==> src/rtl/cpu_cfg_writer_pkg.sv <==
// Shared definitions for the CPU-to-fabric configuration writer:
// FSM state encoding and configuration word geometry.
package cpu_cfg_writer_pkg;

    localparam int CFG_WORD_W     = 32;
    localparam int GAP_CYCLES_MAX = 15;

    typedef enum logic [1:0] {
        ST_IDLE   = 2'd0,
        ST_STREAM = 2'd1,
        ST_GAP    = 2'd2,
        ST_FIN    = 2'd3
    } cfg_state_e;

endpackage

==> src/rtl/cfg_word_fifo.sv <==
// Synchronous word FIFO; full/empty distinguished by an extra pointer bit.
// Head is presented combinationally from the read pointer.
module cfg_word_fifo #(
    parameter int DEPTH = 8,
    parameter int WIDTH = 32
) (
    input  logic             clk,
    input  logic             reset,
    input  logic             flush,
    input  logic             push,
    input  logic [WIDTH-1:0] push_data,
    input  logic             pop,
    output logic [WIDTH-1:0] head,
    output logic             full,
    output logic             empty
);

    localparam int AW = $clog2(DEPTH);
    localparam logic [AW:0] PTR_ONE = {{AW{1'b0}}, 1'b1};

    logic [WIDTH-1:0] mem [DEPTH];
    logic [AW:0]      wr_ptr;
    logic [AW:0]      rd_ptr;
    logic             do_push;
    logic             do_pop;

    assign full    = (wr_ptr[AW] != rd_ptr[AW]) && (wr_ptr[AW-1:0] == rd_ptr[AW-1:0]);
    assign empty   = (wr_ptr == rd_ptr);
    assign do_push = push && !full && !flush;
    assign do_pop  = pop && !empty && !flush;
    assign head    = mem[rd_ptr[AW-1:0]];

    // Pointer update; flush shares the reset path so an abort empties the buffer in one edge.
    always_ff @(posedge clk) begin
        if (reset || flush) begin
            wr_ptr <= '0;
            rd_ptr <= '0;
        end else begin
            if (do_push) begin
                wr_ptr <= wr_ptr + PTR_ONE;
            end else begin
                wr_ptr <= wr_ptr;
            end
            if (do_pop) begin
                rd_ptr <= rd_ptr + PTR_ONE;
            end else begin
                rd_ptr <= rd_ptr;
            end
        end
    end

    // Storage array; contents are only observed between a push and its pop, so no reset.
    always_ff @(posedge clk) begin
        if (do_push) begin
            mem[wr_ptr[AW-1:0]] <= push_data;
        end
    end

endmodule

==> src/rtl/cpu_cfg_writer.sv <==
// Streams CPU-buffered configuration words to the fabric as single-cycle
// write strobes, with a fixed idle gap between consecutive strobes.
module cpu_cfg_writer
    import cpu_cfg_writer_pkg::*;
#(
    parameter int FIFO_DEPTH = 8,
    parameter int GAP_CYCLES = 2
) (
    input  logic                  CLK,
    input  logic                  reset,
    input  logic                  cpu_wr_valid,
    input  logic [CFG_WORD_W-1:0] cpu_wr_data,
    output logic                  cpu_wr_ready,
    input  logic                  cpu_start,
    input  logic [15:0]           cpu_word_count,
    input  logic                  cpu_abort,
    output logic                  busy,
    output logic                  done,
    output logic                  aborted,
    output logic [15:0]           words_sent,
    output logic                  WriteStrobe,
    output logic [CFG_WORD_W-1:0] WriteData
);

    // Gap counter is loaded with GAP_CYCLES-1 so GAP lasts exactly GAP_CYCLES cycles.
    localparam logic [3:0] GAP_LOAD = (GAP_CYCLES > 0) ? 4'(GAP_CYCLES - 1) : 4'd0;

    cfg_state_e            state;
    cfg_state_e            state_next;
    logic [15:0]           remaining;
    logic [15:0]           remaining_next;
    logic [15:0]           words_sent_next;
    logic [3:0]            gap_cnt;
    logic [3:0]            gap_cnt_next;
    logic                  strobe_next;
    logic [CFG_WORD_W-1:0] data_next;
    logic                  done_next;
    logic                  aborted_next;
    logic                  busy_next;
    logic                  fifo_push;
    logic                  fifo_pop;
    logic                  fifo_flush;
    logic                  fifo_full;
    logic                  fifo_empty;
    logic [CFG_WORD_W-1:0] fifo_head;

    assign cpu_wr_ready = !fifo_full;
    assign fifo_push    = cpu_wr_valid && !fifo_full && !cpu_abort;

    cfg_word_fifo #(
        .DEPTH (FIFO_DEPTH),
        .WIDTH (CFG_WORD_W)
    ) u_fifo (
        .clk       (CLK),
        .reset     (reset),
        .flush     (fifo_flush),
        .push      (fifo_push),
        .push_data (cpu_wr_data),
        .pop       (fifo_pop),
        .head      (fifo_head),
        .full      (fifo_full),
        .empty     (fifo_empty)
    );

    // Next-state and next-output decode; abort overrides every state.
    always_comb begin
        state_next      = state;
        remaining_next  = remaining;
        words_sent_next = words_sent;
        gap_cnt_next    = gap_cnt;
        strobe_next     = 1'b0;
        data_next       = WriteData;
        done_next       = 1'b0;
        aborted_next    = 1'b0;
        fifo_pop        = 1'b0;
        fifo_flush      = 1'b0;
        if (cpu_abort) begin
            state_next   = ST_IDLE;
            fifo_flush   = 1'b1;
            aborted_next = 1'b1;
        end else begin
            case (state)
                ST_IDLE: begin
                    if (cpu_start) begin
                        remaining_next  = cpu_word_count;
                        words_sent_next = 16'd0;
                        state_next      = (cpu_word_count == 16'd0) ? ST_FIN : ST_STREAM;
                    end else begin
                        state_next = ST_IDLE;
                    end
                end
                ST_STREAM: begin
                    if (!fifo_empty) begin
                        fifo_pop        = 1'b1;
                        strobe_next     = 1'b1;
                        data_next       = fifo_head;
                        remaining_next  = remaining - 16'd1;
                        words_sent_next = words_sent + 16'd1;
                        if (remaining == 16'd1) begin
                            state_next = ST_FIN;
                        end else if (GAP_CYCLES == 0) begin
                            state_next = ST_STREAM;
                        end else begin
                            state_next   = ST_GAP;
                            gap_cnt_next = GAP_LOAD;
                        end
                    end else begin
                        state_next = ST_STREAM;
                    end
                end
                ST_GAP: begin
                    if (gap_cnt == 4'd0) begin
                        state_next = ST_STREAM;
                    end else begin
                        gap_cnt_next = gap_cnt - 4'd1;
                    end
                end
                ST_FIN: begin
                    done_next  = 1'b1;
                    state_next = ST_IDLE;
                end
                default: begin
                    state_next = ST_IDLE;
                end
            endcase
        end
        busy_next = (state_next != ST_IDLE);
    end

    // State and registered outputs.
    always_ff @(posedge CLK) begin
        if (reset) begin
            state       <= ST_IDLE;
            remaining   <= 16'd0;
            words_sent  <= 16'd0;
            gap_cnt     <= 4'd0;
            WriteStrobe <= 1'b0;
            WriteData   <= '0;
            done        <= 1'b0;
            aborted     <= 1'b0;
            busy        <= 1'b0;
        end else begin
            state       <= state_next;
            remaining   <= remaining_next;
            words_sent  <= words_sent_next;
            gap_cnt     <= gap_cnt_next;
            WriteStrobe <= strobe_next;
            WriteData   <= data_next;
            done        <= done_next;
            aborted     <= aborted_next;
            busy        <= busy_next;
        end
    end

endmodule

==> config.mk <==
export PLATFORM = sky130hd
export DESIGN_NAME = cpu_cfg_writer
export DESIGN_NICKNAME = d
export VERILOG_FILES = /design/src/rtl/cpu_cfg_writer_pkg.sv /design/src/rtl/cfg_word_fifo.sv /design/src/rtl/cpu_cfg_writer.sv
export SDC_FILE = /design/constraint.sdc
export NUM_CORES = 1
export LEC_CHECK = 0
export ABC_AREA = 1
export CORE_MARGIN = 2
export CORE_UTILIZATION = 41
export DETAILED_ROUTE_END_ITERATION = 7
export GPL_ROUTABILITY_DRIVEN = 0
export GPL_TIMING_DRIVEN = 0
export PLACE_DENSITY = 0.57
export SLEW_MARGIN = 10
export SYNTH_ARGS = -nofsm -noshare
export SYNTH_HDL_FRONTEND = slang
export SYNTH_SLANG_ARGS = --single-unit
==> constraint.sdc <==
create_clock -name CLK -period 6.9 [get_ports CLK]
set_clock_uncertainty 0.1 [all_clocks]
set_input_delay 1.38 -clock CLK [delete_from_list [all_inputs] [get_ports CLK]]
set_output_delay 1.38 -clock CLK [all_outputs]
set_load 0.01 [all_outputs]
# After elaboration in Yosys (flattened, before gate mapping)
# Memory sizes are Yosys's and may differ from the RTL's. A register that Yosys moved wholly into a read port is not among the register bits.
# Index checks and enable logic that the tools add are counted.
# word_totals
wordCells	75
input_bits	53
register_bits	50
n_memories	1
ramBits	256
# memory_table
memory	depth	width	read_ports	rd_clocked_by_memory_dff	write_ports	line_no	source
u_fifo.mem	8	32	1	1	1	cfg_word_fifo.sv:21	logic [WIDTH-1:0] mem [DEPTH];
# op_classes
add_sub_neg	5
mux	24
bitwise_logic	2
n_eq_ne	11
reduce_logical	22
# ops
op	n
2-to-1 mux 16 bit	4
one-hot mux 16 bit (2 select lines)	2
adder 16 x 1 -> 16 bit, second input constant	1
== test 16 x 1 -> 1 bit, second input constant	1
zero test 16 bit	1
subtractor 16 x 1 -> 16 bit, second input constant	1
2-to-1 mux 4 bit	3
2-to-1 mux 2 bit	5
adder 4 x 1 -> 4 bit, second input constant	2
2-to-1 mux 1 bit	8
!= test 2 bit, second input constant	4
one-hot mux 2 bit (4 select lines)	1
one-hot mux 4 bit (2 select lines)	1
logical AND 1 bit	7
nonzero test 2 bit	3
AND reduction 5 bit	1
== test 2 bit, second input constant	2
== test 4 bit	1
zero test 1 bit	4
zero test 4 bit	1
AND reduction 4 bit	1
subtractor 4 x 1 -> 4 bit, second input constant	1
== test 3 bit	1
AND reduction 3 bit	1
other kinds (6)	7

# Longest topological paths before layout
# Gate-level depths: netlist (run 1).
# logic_depth
word_depth	9
depth_mapped	11

# Cells and area by module
# A second synthesis (run 1) with hierarchy kept.
# hier_totals
hier_cells	1461
hier_area_um2	14357.5
# by_module_without_submodules
mod	seq_area_each_um2	instances	area_per_inst_um2	cells_per_inst
cfg_word_fifo	7907.6	1	10684.0	894
cpu_cfg_writer	1481.4	1	3673.5	567

# Worst setup path after synthesis (run 1)
# OpenSTA, ideal clock, no wires.
# synth_timing
path_type	input-to-reg
start	input cpu_wr_valid
end	memory u_fifo.mem[6][0] (enable)
setup_slack_ns	2.315
setup_ns	0.461
path_stages	6
path_buffers	0
arrival_time_ns	4.024
path_cell_list	inv_1 -> nor2_1 -> nand2_1 -> inv_1 -> nand2_1 -> nor3_1
# synth_via
elab_chain_len	6
# synth_rtl
element	line_no	source
from (decl)	cpu_cfg_writer.sv:11	input logic cpu_wr_valid,
logical AND 1 bit (2 in a row)	cpu_cfg_writer.sv:48	assign fifo_push = cpu_wr_valid && !fifo_full && !cpu_abort;
logical AND 1 bit (2 in a row)	cfg_word_fifo.sv:29	assign do_push = push && !full && !flush;
2-to-1 mux 1 bit	cfg_word_fifo.sv:54	if (do_push) begin
2-to-1 mux 1 bit (not written as such)	cfg_word_fifo.sv:55	mem[wr_ptr[AW-1:0]] <= push_data;
to (decl)	cfg_word_fifo.sv:21	
# No other way between the ends.

# Final worst setup path (run 1)
# layout_timing
start	register u_fifo.rd_ptr[1]
end	output cpu_wr_ready
# layout_via
elab_chain_len	3
# layout_rtl
element	line_no	source
from (decl)	cfg_word_fifo.sv:23	logic [AW:0] rd_ptr;
from (signal assigned)	cfg_word_fifo.sv:45	rd_ptr <= rd_ptr + PTR_ONE;
from (signal assigned)	cfg_word_fifo.sv:47	rd_ptr <= rd_ptr;
== test 3 bit	cfg_word_fifo.sv:27	assign full = (wr_ptr[AW] != rd_ptr[AW]) && (wr_ptr[AW-1:0] == rd_ptr[AW-1:0]);
logical AND 1 bit	cfg_word_fifo.sv:27	
zero test 1 bit	cpu_cfg_writer.sv:47	assign cpu_wr_ready = !fifo_full;
to (decl)	cpu_cfg_writer.sv:13	output logic cpu_wr_ready,
# No other way between the ends.

==> results of run 1 <==
## worst max-delay path: stages, from the launching register on
cell	delay, ns
dfxtp_1	0.33
buf_2	0.25
inv_2	0.13
nand2_1	0.08
nand2_1	0.08
nor2_4	0.16
nand3b_1	0.16
clkdlybuf4s50_1	0.51
## cell families (layout without fill, tap and decap cells)
logic type,count (synthesis),count (layout),synth area share
and+or+nand+nor,628,628,0.1821
xor gates and xnor gates,7,7,0.004355
DFF,338,338,0.6627
adders and majority gates,7,7,0.006221
AOI/OAI and AO/OA,286,286,0.1025
buffers and inverters,137,324,0.04213
## metrics by stage
stage	util	cells	area, um^2
3_3_place_gp	0.4655	1956	15690
5_1_grt	0.5116	2038	17240
2_1_floorplan	-	1403	14080
4_1_cts	0.5116	2038	17240
3_5_place_dp	0.4734	1967	15950
6_report	0.5116	2038	17240
## where the power goes
group	internal (mW)	switching [mW]
sequential	2.21	0.0120
combinational	0.0816	0.138
clock	1.21	0.831
## final cells by class
| cell class | count | area [um^2] |
|---|---|---|
| Multi-Input combinational cell | 928 | 4213 |
| Sequential cell | 338 | 9329 |
| Clock buffer | 49 | 1064 |
| Inverter | 67 | 254.0 |
| Timing Repair Buffer | 116 | 1259 |
| Buffer | 70 | 339.1 |
| Fill cell | 3073 | 16460 |
| Tap cell | 448 | 560.5 |
| Clock inverter | 22 | 224.0 |
## worst min path at each step
stage	start	to	slack, ns	cells after the start
4_1_cts	words_sent[6]	words_sent[6]	0.38	2
3_5_place_dp	words_sent[6]	words_sent[6]	0.38	2
6_report	words_sent[6]	words_sent[6]	0.39	2
5_1_grt	u_fifo.rd_ptr[3]	u_fifo.rd_ptr[3]	0.40	2
3_3_place_gp	remaining[15]	remaining[15]	0.37	2
2_1_floorplan	remaining[15]	remaining[15]	0.36	2
## state kept, by name, summed over array words and instances (netlist names), 2 cells and up
name           count
u_fifo.wr_ptr      4
words_sent        16
remaining         16
gap_cnt            4
u_fifo.rd_ptr      4
u_fifo.mem       256
state              2
WriteData         32
## layer usage
metal  share of wire  wire [um]  GRT usage  up-vias
li1                -          -          -     5106
met1            0.43      16160     0.2723     4924
met2            0.48      18090     0.3605      332
met3           0.065       2442    0.03448       57
met4           0.022        843    0.05725        2
met5         0.00032         12          0        -
## synth_stat cells, drive strengths merged
cell type / instances
a21oi: 95
buf: 40
clkbuf: 30
dfxtp: 82
edfxtp: 256
ha: 7
inv: 67
nand2: 144
nand3: 38
nand3b: 2
nand4: 5
nor2: 387
nor3: 48
o21ai: 188
o21bai: 3
or2: 4
xnor2: 2
xor2: 5
==> out/qor.txt, run 1 <==
count of clock tree sinks: 338
most frequent cells in the layout: 377 x nor2_1, 256 x edfxtp_1, 163 x o21ai_0, 140 x nand2_1, 105 x clkdlybuf4s50_1
syn_area_per_cell: 10.03 um^2
antenna cells: 0
register area share after synthesis: 0.6627
layout cell share with drive strength beyond 1: 0.08616
Clk pin slew, worst setup/hold paths: 0.05 ns
drc violations: 0
hold_ws: 0.3854 ns
TNS Setup: 0 ns
startpoint types: flop
slack of the critical path: 3.183 ns
fin crit period: 3.717 ns
initial antenna violation count: 1
die footprint: 35,830 um^2
Layout Nets: 1,620
drt total wl: 37,550 um
Die Width: 189.3 um
# port buffers: 105
gr usage total: 0.2088
max-slew violations: 0
Place WS: 2.802 ns
DR pass1 iterations: 5
post-CTS setup buffer count: 0
flop2flop setup slack: 3.86 ns
largest net degree at the start of global routing: 24
Distinct cells, synth: 31
FF+latch count, synth: 338
GRT overflow: 0
leak pwr: 6.119 nW
endpoints failing hold: 0
number of max-cap violations: 0
total power after layout: 4.483 mW
critical path class: reg2out
Yosys top cell by area: edfxtp_1
H-tree Lvls: 2
most common cell after layout, fill and taps aside: nor2_1
Synth-to-Final Area Change: 22.48%
CP Max Fanout: 8
wire per inst: 18.42 um
CTS buffer count: 39
Rows: 67
number of global-route vias before repair: 10.06k
worst-skew pair later-pin latency: 0.55 ns
Routed Antenna Nets: 0
core area: 33,700 um^2
cells after synthesis: 1,403
Register-to-Register Path Depth: 12
Final Cycle Share: 0.5387
syn_nets: 1,463
WP data required: 5.42 ns
first-pass GRT wire length: 57,260 um
clk root buf: clkbuf_16
Die Y: 189.3 um
top cells by area, synth: edfxtp_1 55%, dfxtp_1 12%, nor2_1 10%
Via Count: 10.42k
min-delay worst type: reg2reg
arrival time at the worst endpoint: 2.24 ns
post-synth top area share: 0.5461
unrepaired setup endpoints after global routing: false
slew margin rel.: 0.4740
setup violators final: 0
HPWL Detailed: 24,590 um
crit end category: primary output
hold_buf cts: 0
IO Count: 106
Post-Syn Area: 14,080 um^2
Peak VDD IR: 0.1833 mV
initial drt markers: 787
Worst R2R End: u_fifo.mem[6][7]
crit path from: u_fifo.rd_ptr[1]
PwrDens: 260.0 nW/um^2
Yosys Warn Count: 0
worst slew pin tran: 0.7891 ns
initial core utilization: 0.4177
fmax: 269.1 MHz
worst-case clock buffer depth: 3
outcome: complete, no violations
worst r2r src: u_fifo.rd_ptr[1]
Worst setup endpoint: cpu_wr_ready
cts repair resizes: 0
Avg Vias per Cell: 5.113
CTS tree: yes
Power figures use the tool's default switching activity.
==> run 2: changes to the inputs <==
Settings changed: PLACE_DENSITY 0.57 to 0.6.
Clock period 6.9 ns to 2.99 ns, I/O delays scaled along.
==> out/qor.txt, run 2 (synthesis results as in run 1) <==
drt total wl: 37,050 um (-1.3%)
Comb power frac: 0.050 (about the same)
CP Max Fanout: 6 (-2)
first-pass GRT wire length: 56,250 um (-1.8%)
drc violations: 0 (unchanged)
H-tree Lvls: 2 (unchanged)
Layout Nets: 1,623 (+0.19%)
most used cell, CP: nand2_1
number of max-cap violations: 0 (unchanged)
hold_buf cts: 0 (unchanged)
antenna cells: 0 (unchanged)
clk root buf: clkbuf_16
gr usage total: 0.2051 (-0.003612)
leak pwr: 6.121 nW (about the same)
outcome: complete, no violations
Rows: 67 (unchanged)
slew margin rel.: 0.4316 (-0.04240)
fmax: 349.0 MHz
layout cell share with drive strength beyond 1: 0.08543 (-0.0007364)
clock network fraction of design power: 0.445 (-0.011)
GRT overflow: 0 (unchanged)
fin crit period: 2.865 ns
Die Y: 189.3 um (unchanged)
PwrDens: 587.1 nW/um^2 (+130%)
fin cells: 2,040 (+0.098%)
endpoints failing hold: 0 (unchanged)
Peak VDD IR: 0.5238 mV (+190%)
sequential share of power: 0.506 (+0.011)
arrival time at the worst endpoint: 2.17 ns (-0.07 ns)
DR pass1 iterations: 5 (unchanged)
max-slew violations: 0 (unchanged)
CP cell instances: inv_2, nand2_1, nand2_1, nor2_4, nand3b_1, clkdlybuf4s50_1
IO Count: 106 (unchanged)
Final Cycle Share: 0.9582
Max stage delay on crit path: 0.53 ns (+0.02 ns)
initial core utilization: 0.4177 (unchanged)
crit end category: primary output
# port buffers: 105 (unchanged)
min-delay worst type: reg2reg
design area: 17,250 um^2 (about the same)
max reg flops: 256 (unchanged)
wire per inst: 18.16 um (-1.4%)
startpoint types: flop
Pint: 7.912 mW (+130%)
most common cell after layout, fill and taps aside: nor2_1
worst-skew pair later-pin latency: 0.53 ns (-0.02 ns)
number of global-route vias before repair: 9,988 (-0.70%)
critical path class: reg2out
core area: 33,700 um^2 (unchanged)
worst slew pin tran: 0.8506 ns (+0.06157 ns)
min-delay src: remaining[15]
worst r2r src: u_fifo.rd_ptr[1]
Post-Place Cells: 1,965 (-0.10%)
worst path bufs/invs: 2 (-1)
area post-placement: 15,960 um^2 (about the same)
Via Count: 10.47k (+0.46%)
Die Width: 189.3 um (unchanged)
WP data required: 2.29 ns (-3.13 ns)
largest net degree at the start of global routing: 23 (-4.2%)
count of clock tree sinks: 338 (unchanged)
initial drt markers: 769 (-2.3%)
Crit path max-delay family: buffers and inverters
worst-case clock buffer depth: 3 (unchanged)
CTS tree: yes
setup violators final: 0 (unchanged)
TNS Setup: 0 ns (unchanged)
unrepaired setup endpoints after global routing: false
most frequent cells in the layout: 377 x nor2_1, 256 x edfxtp_1, 163 x o21ai_0, 140 x nand2_1, 105 x clkdlybuf4s50_1
Synth-to-Final Area Change: 22.57% (about the same)
Final Util: 0.5120 (about the same)
Routed Antenna Nets: 0 (unchanged)
initial antenna violation count: 2 (+1)
Switching Share: 0.2190 (about the same)
CP max-delay cell: clkdlybuf4s50_1
crit path from: u_fifo.rd_ptr[0]
NetSw: 2.218 mW (+130%)
CTS buffer count: 38 (-2.6%)
Avg Vias per Cell: 5.132 (+0.36%)
slack of the critical path: 0.1250 ns (-3.058 ns)
Clk pin slew, worst setup/hold paths: 0.06 ns (about the same)
HPWL Detailed: 24,290 um (-1.2%)
Place WS: -0.6153 ns (-3.418 ns)
die footprint: 35,830 um^2 (unchanged)
[run 2: per-layer routing]
metal  GRT usage  wire length, um
met2      0.3567            18170
met3     0.03670             2457
met5           0               32
met1      0.2644            15800
met4     0.05456              583
[run 2: power by group through the flow]
stage	clock, mW	sequential, mW	combinational, mW
global placement	0	5.22	0.485
floorplan	0	5.22	0.273
CTS	4.58	5.12	0.504
detailed placement	0	5.22	0.501
global route	4.78	5.12	0.564
finish	4.51	5.12	0.504
[run 2: worst min-delay path, delay by kind of cell, from the launching register on]
kind	cells	cell delay, ns
DFF	1	0.32
and+or+nand+nor	1	0.06
AOI/OAI and AO/OA	1	0.05
[run 2: timing repair]
item / in CTS / in global routing
resized for setup: 0 / 1
pin swaps: 1 / 3
endpoints found under the setup margin: 19 / 52
setup buffers: 1 / 5
[run 2: area by class of cell]
cell class | instances | area, um^2
Sequential cell | 338 | 9329
Clock inverter | 10 | 90.09
Inverter | 67 | 254.0
Tap cell | 448 | 560.5
Clock buffer | 59 | 1131
Buffer | 70 | 341.6
Timing Repair Buffer | 120 | 1329
Fill cell | 3038 | 16450
Multi-Input combinational cell | 928 | 4219
[run 2: worst paths after layout]
| path | endpoint | slack [ns] | cells after the start |
|---|---|---|---|
| worst max-delay path | cpu_wr_ready | 0.12 | 6 |
| worst min-delay path | remaining[15] | 0.38 | 2 |
| worst max register to register | u_fifo.mem[0][25] | 0.18 | 11 |
| worst min register to register | remaining[15] | 0.38 | 2 |
[run 2: through the flow]
stage / total power [mW] / hold slack [ns]
after detailed placement: 5.721 / 0.3813
after global placement: 5.706 / 0.3668
after CTS: 10.21 / 0.3898
after global routing: 10.47 / 0.4191
after floorplan: 5.491 / 0.3565
final: 10.13 / 0.3841
